--- config.mk ---
export PLATFORM = sky130hd
export DESIGN_NAME = bp_mc_mmio_link_bridge
export DESIGN_NICKNAME = d
export VERILOG_FILES = /design/src/rtl/bp_mc_mmio_link_bridge.sv
export SDC_FILE = /design/constraint.sdc
export NUM_CORES = 1
export LEC_CHECK = 0
export CAP_MARGIN = 20
export CORE_ASPECT_RATIO = 1.25
export CORE_UTILIZATION = 49
export DETAILED_ROUTE_END_ITERATION = 10
export GPL_TIMING_DRIVEN = 1
export PLACE_DENSITY = 0.78
export SLEW_MARGIN = 10
export SYNTH_ARGS = -nofsm -noshare
export SYNTH_HDL_FRONTEND = slang
export SYNTH_SLANG_ARGS = --single-unit
--- constraint.sdc ---
create_clock -name clk_i -period 20.7 [get_ports clk_i]
set_input_delay 3.105 -clock clk_i [delete_from_list [all_inputs] [get_ports clk_i]]
set_output_delay 3.105 -clock clk_i [all_outputs]
set_load 0.01 [all_outputs]
--- src/rtl/bp_mc_mmio_link_bridge.sv ---
// bp_mc_mmio_link_bridge
// Bridges a single-outstanding MMIO command port onto a packetised network link.
// Outbound: REQ_FIFO writes assemble a request packet, which is sent once a credit is
// available. Inbound: response packets queue in a FIFO and are read back word by word.
//
// Ports
//   clk_i, reset_n_i          clock, asynchronous active-low reset
//   cmd_v_i/cmd_ready_o       MMIO command handshake (cmd_we_i, cmd_addr_i, cmd_data_i)
//   resp_v_o/resp_yumi_i      MMIO response handshake (resp_data_o)
//   req_pkt_o/req_v_o/req_ready_i   network request packet out
//   rsp_pkt_i/rsp_v_i/rsp_ready_o   network response packet in
//   credit_return_i           one request credit returned per asserted cycle
module bp_mc_mmio_link_bridge #(
   parameter int unsigned word_width_p   = 64,
   parameter int unsigned pkt_words_p    = 2,
   parameter int unsigned rsp_fifo_els_p = 8,
   parameter int unsigned max_credits_p  = 16
) (
   input  logic                                clk_i,
   input  logic                                reset_n_i,
   input  logic                                cmd_v_i,
   output logic                                cmd_ready_o,
   input  logic                                cmd_we_i,
   input  logic [15:0]                         cmd_addr_i,
   input  logic [word_width_p-1:0]             cmd_data_i,
   output logic                                resp_v_o,
   output logic [word_width_p-1:0]             resp_data_o,
   input  logic                                resp_yumi_i,
   output logic [pkt_words_p*word_width_p-1:0] req_pkt_o,
   output logic                                req_v_o,
   input  logic                                req_ready_i,
   input  logic [pkt_words_p*word_width_p-1:0] rsp_pkt_i,
   input  logic                                rsp_v_i,
   output logic                                rsp_ready_o,
   input  logic                                credit_return_i
);

   localparam int unsigned cred_w_lp = $clog2(max_credits_p + 1);
   localparam int unsigned idx_w_lp  = (pkt_words_p > 1) ? $clog2(pkt_words_p) : 1;
   localparam int unsigned ptr_w_lp  = $clog2(rsp_fifo_els_p);
   localparam int unsigned cnt_w_lp  = $clog2(rsp_fifo_els_p + 1);

   localparam logic [idx_w_lp-1:0]  last_idx_lp = idx_w_lp'(pkt_words_p - 1);
   localparam logic [cred_w_lp-1:0] max_cred_lp = cred_w_lp'(max_credits_p);
   localparam logic [cnt_w_lp-1:0]  fifo_els_lp = cnt_w_lp'(rsp_fifo_els_p);

   typedef enum logic [0:0] {StIdle, StResp} state_e;

   state_e                                     state_q;
   logic [word_width_p-1:0]                    resp_data_q, resp_data_d;
   logic [pkt_words_p-1:0][word_width_p-1:0]   pkt_q;
   logic [idx_w_lp-1:0]                        wr_idx_q, rd_idx_q;
   logic                                       pkt_full_q;
   logic [cred_w_lp-1:0]                       credits_q;
   logic [2:0]                                 status_q, status_set, status_clr;
   logic [pkt_words_p-1:0][word_width_p-1:0]   mem [rsp_fifo_els_p];
   logic [ptr_w_lp-1:0]                        wr_ptr_q, rd_ptr_q;
   logic [cnt_w_lp-1:0]                        cnt_q;

   logic cmd_fire, hit_req, hit_cred, hit_rsp, hit_ent, hit_stat;
   logic rsp_empty, rsp_full, pop_word, pop_pkt, push, send;
   logic [word_width_p-1:0] entries;

   assign hit_req  = (cmd_addr_i == 16'h1000);
   assign hit_cred = (cmd_addr_i == 16'h2000);
   assign hit_rsp  = (cmd_addr_i == 16'h3000);
   assign hit_ent  = (cmd_addr_i == 16'h4000);
   assign hit_stat = (cmd_addr_i == 16'h5000);

   assign cmd_ready_o = reset_n_i & (state_q == StIdle) & ~pkt_full_q;
   assign cmd_fire    = cmd_v_i & cmd_ready_o;

   assign rsp_empty = (cnt_q == '0);
   assign rsp_full  = (cnt_q == fifo_els_lp);
   assign pop_word  = cmd_fire & ~cmd_we_i & hit_rsp & ~rsp_empty;
   assign pop_pkt   = pop_word & (rd_idx_q == last_idx_lp);
   // A head packet retiring this cycle frees its slot, so a full FIFO can still take one.
   assign rsp_ready_o = reset_n_i & (~rsp_full | pop_pkt);
   assign push        = rsp_v_i & rsp_ready_o;

   assign req_v_o   = pkt_full_q & (credits_q != '0);
   assign send      = req_v_o & req_ready_i;
   assign req_pkt_o = pkt_q;

   assign resp_v_o    = (state_q == StResp);
   assign resp_data_o = resp_data_q;

   assign entries = word_width_p'(cnt_q) * word_width_p'(pkt_words_p)
                    - word_width_p'(rd_idx_q);

   always_comb begin
      resp_data_d = '0;
      status_set  = '0;
      status_clr  = '0;
      if (cmd_fire) begin
         if (hit_req) begin
            resp_data_d = '0;
         end else if (hit_cred) begin
            if (!cmd_we_i) resp_data_d = word_width_p'(credits_q);
         end else if (hit_rsp) begin
            if (!cmd_we_i) begin
               if (rsp_empty) status_set[0] = 1'b1;
               else           resp_data_d   = mem[rd_ptr_q][rd_idx_q];
            end
         end else if (hit_ent) begin
            if (!cmd_we_i) resp_data_d = entries;
         end else if (hit_stat) begin
            if (!cmd_we_i) resp_data_d = word_width_p'(status_q);
            else           status_clr  = cmd_data_i[2:0];
         end else begin
            status_set[2] = 1'b1;
         end
      end
      if (credit_return_i && !send && credits_q == max_cred_lp) status_set[1] = 1'b1;
   end

   // Packet storage carries no reset; only pointers and counts define FIFO contents.
   always_ff @(posedge clk_i) begin
      if (push) mem[wr_ptr_q] <= rsp_pkt_i;
   end

   always_ff @(posedge clk_i or negedge reset_n_i) begin
      if (!reset_n_i) begin
         state_q     <= StIdle;
         resp_data_q <= '0;
         pkt_q       <= '0;
         wr_idx_q    <= '0;
         rd_idx_q    <= '0;
         pkt_full_q  <= 1'b0;
         credits_q   <= max_cred_lp;
         status_q    <= '0;
         wr_ptr_q    <= '0;
         rd_ptr_q    <= '0;
         cnt_q       <= '0;
      end else begin
         unique case (state_q)
            StIdle:  if (cmd_fire) state_q <= StResp;
            StResp:  if (resp_yumi_i) state_q <= StIdle;
            default: state_q <= StIdle;
         endcase

         if (cmd_fire) resp_data_q <= resp_data_d;

         if (cmd_fire && cmd_we_i && hit_req) begin
            pkt_q[wr_idx_q] <= cmd_data_i;
            if (wr_idx_q == last_idx_lp) begin
               wr_idx_q   <= '0;
               pkt_full_q <= 1'b1;
            end else begin
               wr_idx_q <= wr_idx_q + 1'b1;
            end
         end else if (send) begin
            pkt_full_q <= 1'b0;
         end

         if (send && !credit_return_i) begin
            credits_q <= credits_q - 1'b1;
         end else if (!send && credit_return_i && credits_q != max_cred_lp) begin
            credits_q <= credits_q + 1'b1;
         end

         // Set wins over a same-cycle clear.
         status_q <= (status_q & ~status_clr) | status_set;

         if (pop_word) rd_idx_q <= pop_pkt ? '0 : rd_idx_q + 1'b1;
         if (pop_pkt)  rd_ptr_q <= rd_ptr_q + 1'b1;
         if (push)     wr_ptr_q <= wr_ptr_q + 1'b1;
         if (push && !pop_pkt)      cnt_q <= cnt_q + 1'b1;
         else if (!push && pop_pkt) cnt_q <= cnt_q - 1'b1;
      end
   end

endmodule

# [Yosys cells after proc, flatten, opt, wreduce, memory -nomap -nowiden]
# Memory sizes are Yosys's and may differ from the RTL's.
# Index checks and enable logic that the tools add are counted.
[word_totals] register_bits=214 input_bits=216 ramBits=1024 out_inout_bits=196 n_memories=1 word_cells=122
[mem_list] memory="mem" depth=8 width=128 rd=1 rd_ports_with_merged_regs=0 write_ports=1 line="56" text="logic [pkt_words_p-1:0][word_width_p-1:0] mem [rsp_fifo_els_p];"
[classes] add_sub_neg=9 n_lt_le_gt_ge=3 bitwise_logic=20 n_mux=49 n_reduce_logical=19 eq_ne=9
[op_table] cell="$mux 64" n=10
[op_table] cell="$bwmux 128" n=1
[op_table] cell="$demux 64 s1" n=1
[op_table] cell="$eq 16x14->1 const B" n=2
[op_table] cell="$eq 16x15->1 const B" n=2
[op_table] cell="$mux 3" n=9
[op_table] cell="$mux 1" n=22
[op_table] cell="$eq 16x13->1 const B" n=1
[op_table] cell="$mux 5" n=3
[op_table] cell="$and 1x1->1" n=11
[op_table] cell="$logic_and 1x1->1" n=9
[op_table] cell="$mux 4" n=2
[op_table] cell="$add 3x1->3 const B" n=2
[op_table] cell="$reduce_bool 2->1" n=3
[op_table] cell="$sub 5x1->6" n=1
[op_table] cell="$add 5x1->5 const B" n=1
[op_table] cell="$eq 5x5->1 const B" n=1
[op_table] cell="$ne 5x5->1 const B" n=1
[op_table] cell="$not 1->1" n=5
[op_table] cell="$reduce_bool 5->1" n=1
[op_table] cell="$sub 5x1->5 const B" n=1
[op_table] cell="$add 4x1->4 const B" n=1
[op_table] cell="$eq 4x4->1 const B" n=1
[op_table] cell="$logic_not 1->1" n=4
[op_table] cell="other kinds (12)" n=14

# [Longest topological paths before layout]
[depth] ltp_word=15 depth_mapped=12 depth_no_buf=12

# [Least setup slack after synthesis]
# No wires, ideal clock.
[synth_path] path_type="input to register" from="in cmd_addr_i[1]" to="mem mem[0][0] (netlist bit), enable pin" setup_ns=0.928 slack_ns=3.374 t_required_ns=19.772 cell_stages=5 arrival_time_ns=16.398 n_path_buf=0 path_cell_list="nor4_4 -> nand2_1 -> nor4_1 -> o21ai_1 -> nor4_1"
[synth_between] elab_chain_cells=9
[synth_lines] element="from (decl)" line="24" text="input logic [15:0] cmd_addr_i,"
[synth_lines] element="$eq 16x14->1" line="66" text="assign hit_rsp = (cmd_addr_i == 16'h3000);"
[synth_lines] element="$and 1x1->1 (2 in series)" line="75" text="assign pop_word = cmd_fire & ~cmd_we_i & hit_rsp & ~rsp_empty;"
[synth_lines] element="$and 1x1->1" line="76" text="assign pop_pkt = pop_word & (rd_idx_q == last_idx_lp);"
[synth_lines] element="$or 1x1->1" line="78" text="assign rsp_ready_o = reset_n_i & (~rsp_full | pop_pkt);"
[synth_lines] element="$and 1x1->1" line="78"
[synth_lines] element="$and 1x1->1" line="79" text="assign push = rsp_v_i & rsp_ready_o;"
[synth_lines] element="$mux 1" line="119" text="if (push) mem[wr_ptr_q] <= rsp_pkt_i;"
[synth_lines] element="$mux 1 (implied by the code)" line="119"
[synth_lines] element="to (decl)" line="56"
# Every way passes these cells.

# [Worst setup path after layout]
[layout_path] from="in cmd_addr_i[11]" to="out rsp_ready_o"
[layout_between] elab_chain_cells=6
[layout_lines] element="$eq 16x14->1" line="66"
[layout_lines] element="$and 1x1->1 (2 in series)" line="75"
[layout_lines] element="$and 1x1->1" line="76"
[layout_lines] element="$or 1x1->1" line="78"
[layout_lines] element="$and 1x1->1" line="78"
[layout_lines] element="to (decl)" line="34" text="output logic rsp_ready_o,"
# Every way passes these cells.

==> load_flow_metrics.sql <==
INSERT INTO impl_metrics (metric_group, metric, value, unit) VALUES
('routing', 'pre_antenna_drt_iters', '5', ''),
('synthesis', 'synth.yosys.seq_area_share', '0.760', ''),
('timing', 'timing.final.crit_share', '0.470', ''),
('placement', 'io_buffer_count', '411', ''),
('critical_path', 'arrival', '6630', 'ps'),
('synthesis', 'asyncSetResetFlopFracSynth', '0.173', ''),
('outcome', 'run_status', 'complete, no violations', ''),
('grt', 'first_pass_grt_wire_length', '162', 'mm'),
('clock_tree', 'clock-root-buffer', 'sky130_fd_sc_hd__clkbuf_16', ''),
('timing', 'rsz0062_at_grt', 'no', ''),
('placement', 'hpwlAfterDp', '60.4', 'mm'),
('power', 'power_per_cell_area', '95.3', 'nW/um2'),
('grt', 'gr-max-usage-layer', 'met2', ''),
('grt', 'use_met1', '0.270', ''),
('placement', 'pre_cts_ws', '10990', 'ps'),
('power', 'peakVddDrop', '0.0755', 'mV'),
('critical_path', 'worstSetupPathType', 'in -> out', ''),
('grt', 'globalRouteMet3Util', '0.0493', ''),
('timing', 'max_slew.worst_pin.slew', '1160', 'ps'),
('synthesis', 'synthDominantCellAreaShare', '0.647', ''),
('clock_tree', 'clock_tree.buffer_depth', '3', ''),
('clock_tree', 'cts.htree.levels', '3', ''),
('critical_path', 'end_kind', 'output port', ''),
('timing', 'report.final.setup_viol', '0', ''),
('synthesis', 'mappedNetlistArea', '47500', 'um2'),
('finish', 'multi_input_area', '10900', 'um2'),
('grt', 'gr-usage-all-layers', '0.225', ''),
('synthesis', 'ys.warnings.count', '0', ''),
('critical_path', 'ff2ff_path_depth', '7', ''),
('flow_run', 'cap_violations', '0', ''),
('timing', 'achievable-frequency', '0.103', 'GHz'),
('min_path', 'worst_hold_path.endpoint', 'req_pkt_o[30]', ''),
('clock_tree', 'cts.sink_count', '1238', ''),
('min_path', 'startpoint_of_the_worst_hold_path', 'req_pkt_o[30]', ''),
('timing', 'post-route-min-period', '9740', 'ps'),
('floorplan', 'core_area', '96000', 'um2'),
('clock_tree', 'cts_resized', '0', ''),
('grt', 'grt_max_degree', '129', ''),
('finish', 'nFillCells', '6712', ''),
('critical_path', 'reg2reg_to', 'resp_data_o[2]', ''),
('floorplan', 'dieArea', '98200', 'um2'),
('grt', 'grt_util_met2', '0.387', ''),
('timing', 'setup_tns', '0', 'ps'),
('floorplan', 'die-height', '350', 'um'),
('critical_path', 'regToRegSetupSlack', '16360', 'ps'),
('synthesis', 'synthesis.nets', '2534', ''),
('finish', 'final-seq-area', '36100', 'um2'),
('placement', 'place_congestion', '0.819', ''),
('routing', 'vias_per_std_cell', '5.87', ''),
('synthesis', 'gate_count_after_technology_mapping', '2307', ''),
('floorplan', 'io_pins', '412', ''),
('clock_tree', 'cts_hold_buf', '0', ''),
('clock_tree', 'tritoncts_clock_tree', 'built', ''),
('synthesis', 'synth.ff_latch_count', '1238', ''),
('min_path', 'worst_hold_path_stage_count', '1', ''),
('synthesis', 'postSynthAreaPerCell', '20.6', 'um2'),
('critical_path', 'critPathMaxFanout', '9', ''),
('synthesis', 'synth.lib_cells_used.distinct', '61', ''),
('synthesis', 'prevailing_post_synth_register_cell', 'sky130_fd_sc_hd__edfxtp_1', ''),
('critical_path', 'r2r-start', 'rd_ptr_q[1]', ''),
('critical_path', 'worstSetupStartpoint', 'cmd_addr_i[11]', ''),
('routing', 'dr_total_vias', '24318', ''),
('finish', 'fraction_of_layout_instances_using_a_drive_strength_above_1', '0.200', ''),
('synthesis', 'synth.largest_area_cell', 'sky130_fd_sc_hd__edfxtp_1', ''),
('routing', 'postRouteAntennaNets', '0', ''),
('grt', 'gr-total-overflow', '0', ''),
('critical_path', 'critPathRequiredTime', '17590', 'ps'),
('grt', 'grt_pass1_vias', '25750', ''),
('grt', 'antenna_found_initial', '32', ''),
('clock_tree', 'path_clk_slew', '60', 'ps'),
('finish', 'flow.area_growth_from_synthesis', '20.5', '%');
metal layers:
layer  vias to the layer above  part of all wire
li1                      10286                 -
met1                     12749              0.37
met2                      1053              0.51
met3                       214             0.076
met4                        16             0.039
met5                         -           0.00096
area by class of cell:
| class | count | area share |
|---|---|---|
| Tap cell | 1290 | 0.0282 |
| Multi-Input combinational cell | 933 | 0.190 |
| Clock inverter | 69 | 0.0171 |
| Sequential cell | 1238 | 0.631 |
| Inverter | 10 | 0.000656 |
| Clock buffer | 145 | 0.0540 |
| Timing Repair Buffer | 437 | 0.0782 |
| Antenna cell | 18 | 0.000787 |
critical path, cell delays in order:
cell and delay (ps):
sky130_fd_sc_hd__clkdlybuf4s50_1 450, sky130_fd_sc_hd__nor4_4 630, sky130_fd_sc_hd__nand3_1 260, sky130_fd_sc_hd__nor4_1 730, sky130_fd_sc_hd__o21ai_1 490, sky130_fd_sc_hd__inv_1 350
sky130_fd_sc_hd__clkdlybuf4s50_1 600
kinds of logic after synthesis:
| group | after synthesis | synth area share |
|---|---|---|
| AOI/OAI and AO/OA | 230 | 0.0293 |
| xor gates and xnor gates | 18 | 0.00332 |
| adders and majority gates | 11 | 0.00321 |
| buffers and inverters | 136 | 0.0127 |
| DFF | 1238 | 0.760 |
| muxes | 452 | 0.166 |
| and+or+nand+nor | 222 | 0.0258 |
power by group:
group          internal (mW)  leakage (nW)  switching (mW)
combinational          0.111          5.14           0.200
clock                   1.30          1.98           0.921
sequential              2.87          12.2          0.0455
total                   4.29          19.3            1.17
cells in the final DEF (no fill, tap or decap), types with 8 or more instances in the layout:
cell type                         netlist  final
sky130_fd_sc_hd__edfxtp_1            1024   1024
sky130_fd_sc_hd__clkdlybuf4s50_1        0    410
sky130_fd_sc_hd__mux4_2               255    255
sky130_fd_sc_hd__dfrtp_1              213    209
sky130_fd_sc_hd__clkbuf_16              0    114
sky130_fd_sc_hd__nor2_1                73     73
sky130_fd_sc_hd__mux2_2                70     70
sky130_fd_sc_hd__a21oi_1               65     65
sky130_fd_sc_hd__o21ai_0               64     64
sky130_fd_sc_hd__mux2_1                64     64
sky130_fd_sc_hd__mux2i_1               63     63
sky130_fd_sc_hd__and3_1                61     61
sky130_fd_sc_hd__a211oi_1              60     60
sky130_fd_sc_hd__nand2_1               26     24
sky130_fd_sc_hd__bufinv_16              0     19
sky130_fd_sc_hd__diode_2                0     18
sky130_fd_sc_hd__clkinv_2               0     18
sky130_fd_sc_hd__clkbuf_1              58     16
sky130_fd_sc_hd__clkinv_1               0     14
sky130_fd_sc_hd__buf_4                  0     14
sky130_fd_sc_hd__o21ai_1               11     11
sky130_fd_sc_hd__clkbuf_8               0     11
sky130_fd_sc_hd__inv_1                 10     10
sky130_fd_sc_hd__nand3_1               10     10
sky130_fd_sc_hd__nand2b_1              10     10
sky130_fd_sc_hd__xnor2_1               10     10
sky130_fd_sc_hd__buf_12                 0     10
sky130_fd_sc_hd__ha_1                   9      9
sky130_fd_sc_hd__xor2_1                 8      8
worst max-delay path by stage:
stage / endpoint / slack, ps / depth (start not counted)
6_report: rsp_ready_o / 10960 / 7
5_1_grt: rsp_ready_o / 10770 / 7
4_1_cts: rsp_ready_o / 11020 / 7
3_5_place_dp: rsp_ready_o / 10990 / 7
3_3_place_gp: rsp_ready_o / 11060 / 7
2_1_floorplan: mem[0][0] / 3370 / 5
synthesized netlist by cell type (all sizes together), types with 12 or more instances:
library cell / n
a211oi: 61
a21oi: 67
and3: 61
buf: 68
clkbuf: 58
dfrtp: 213
edfxtp: 1024
mux2: 134
mux2i: 63
mux4: 255
nand2: 26
nor2: 74
nor4: 12
o21ai: 75
through the flow:
stage	instance area (um2)	hold slack (ps)	power [mW]	std cells	util
global route	57200	501	5.62	4140	0.596
global placement	53100	467	3.26	3905	0.553
floorplan	47500	455	3.15	2307	-
detailed placement	53100	474	3.29	3905	0.553
finish	57200	484	5.46	4140	0.596
CTS	57100	487	5.50	4119	0.595
flip-flops by register name, indices dropped and copies added, names as in the netlist:
register / cells
mem: 1024
req_pkt_o: 128
resp_data_o: 64
credits_q: 5
cnt_q: 4
rd_ptr_q: 3
status_q: 3
wr_ptr_q: 3
pkt_full_q: 1
rd_idx_q: 1
resp_v_o: 1
wr_idx_q: 1
(Power assumes the default switching activity.)
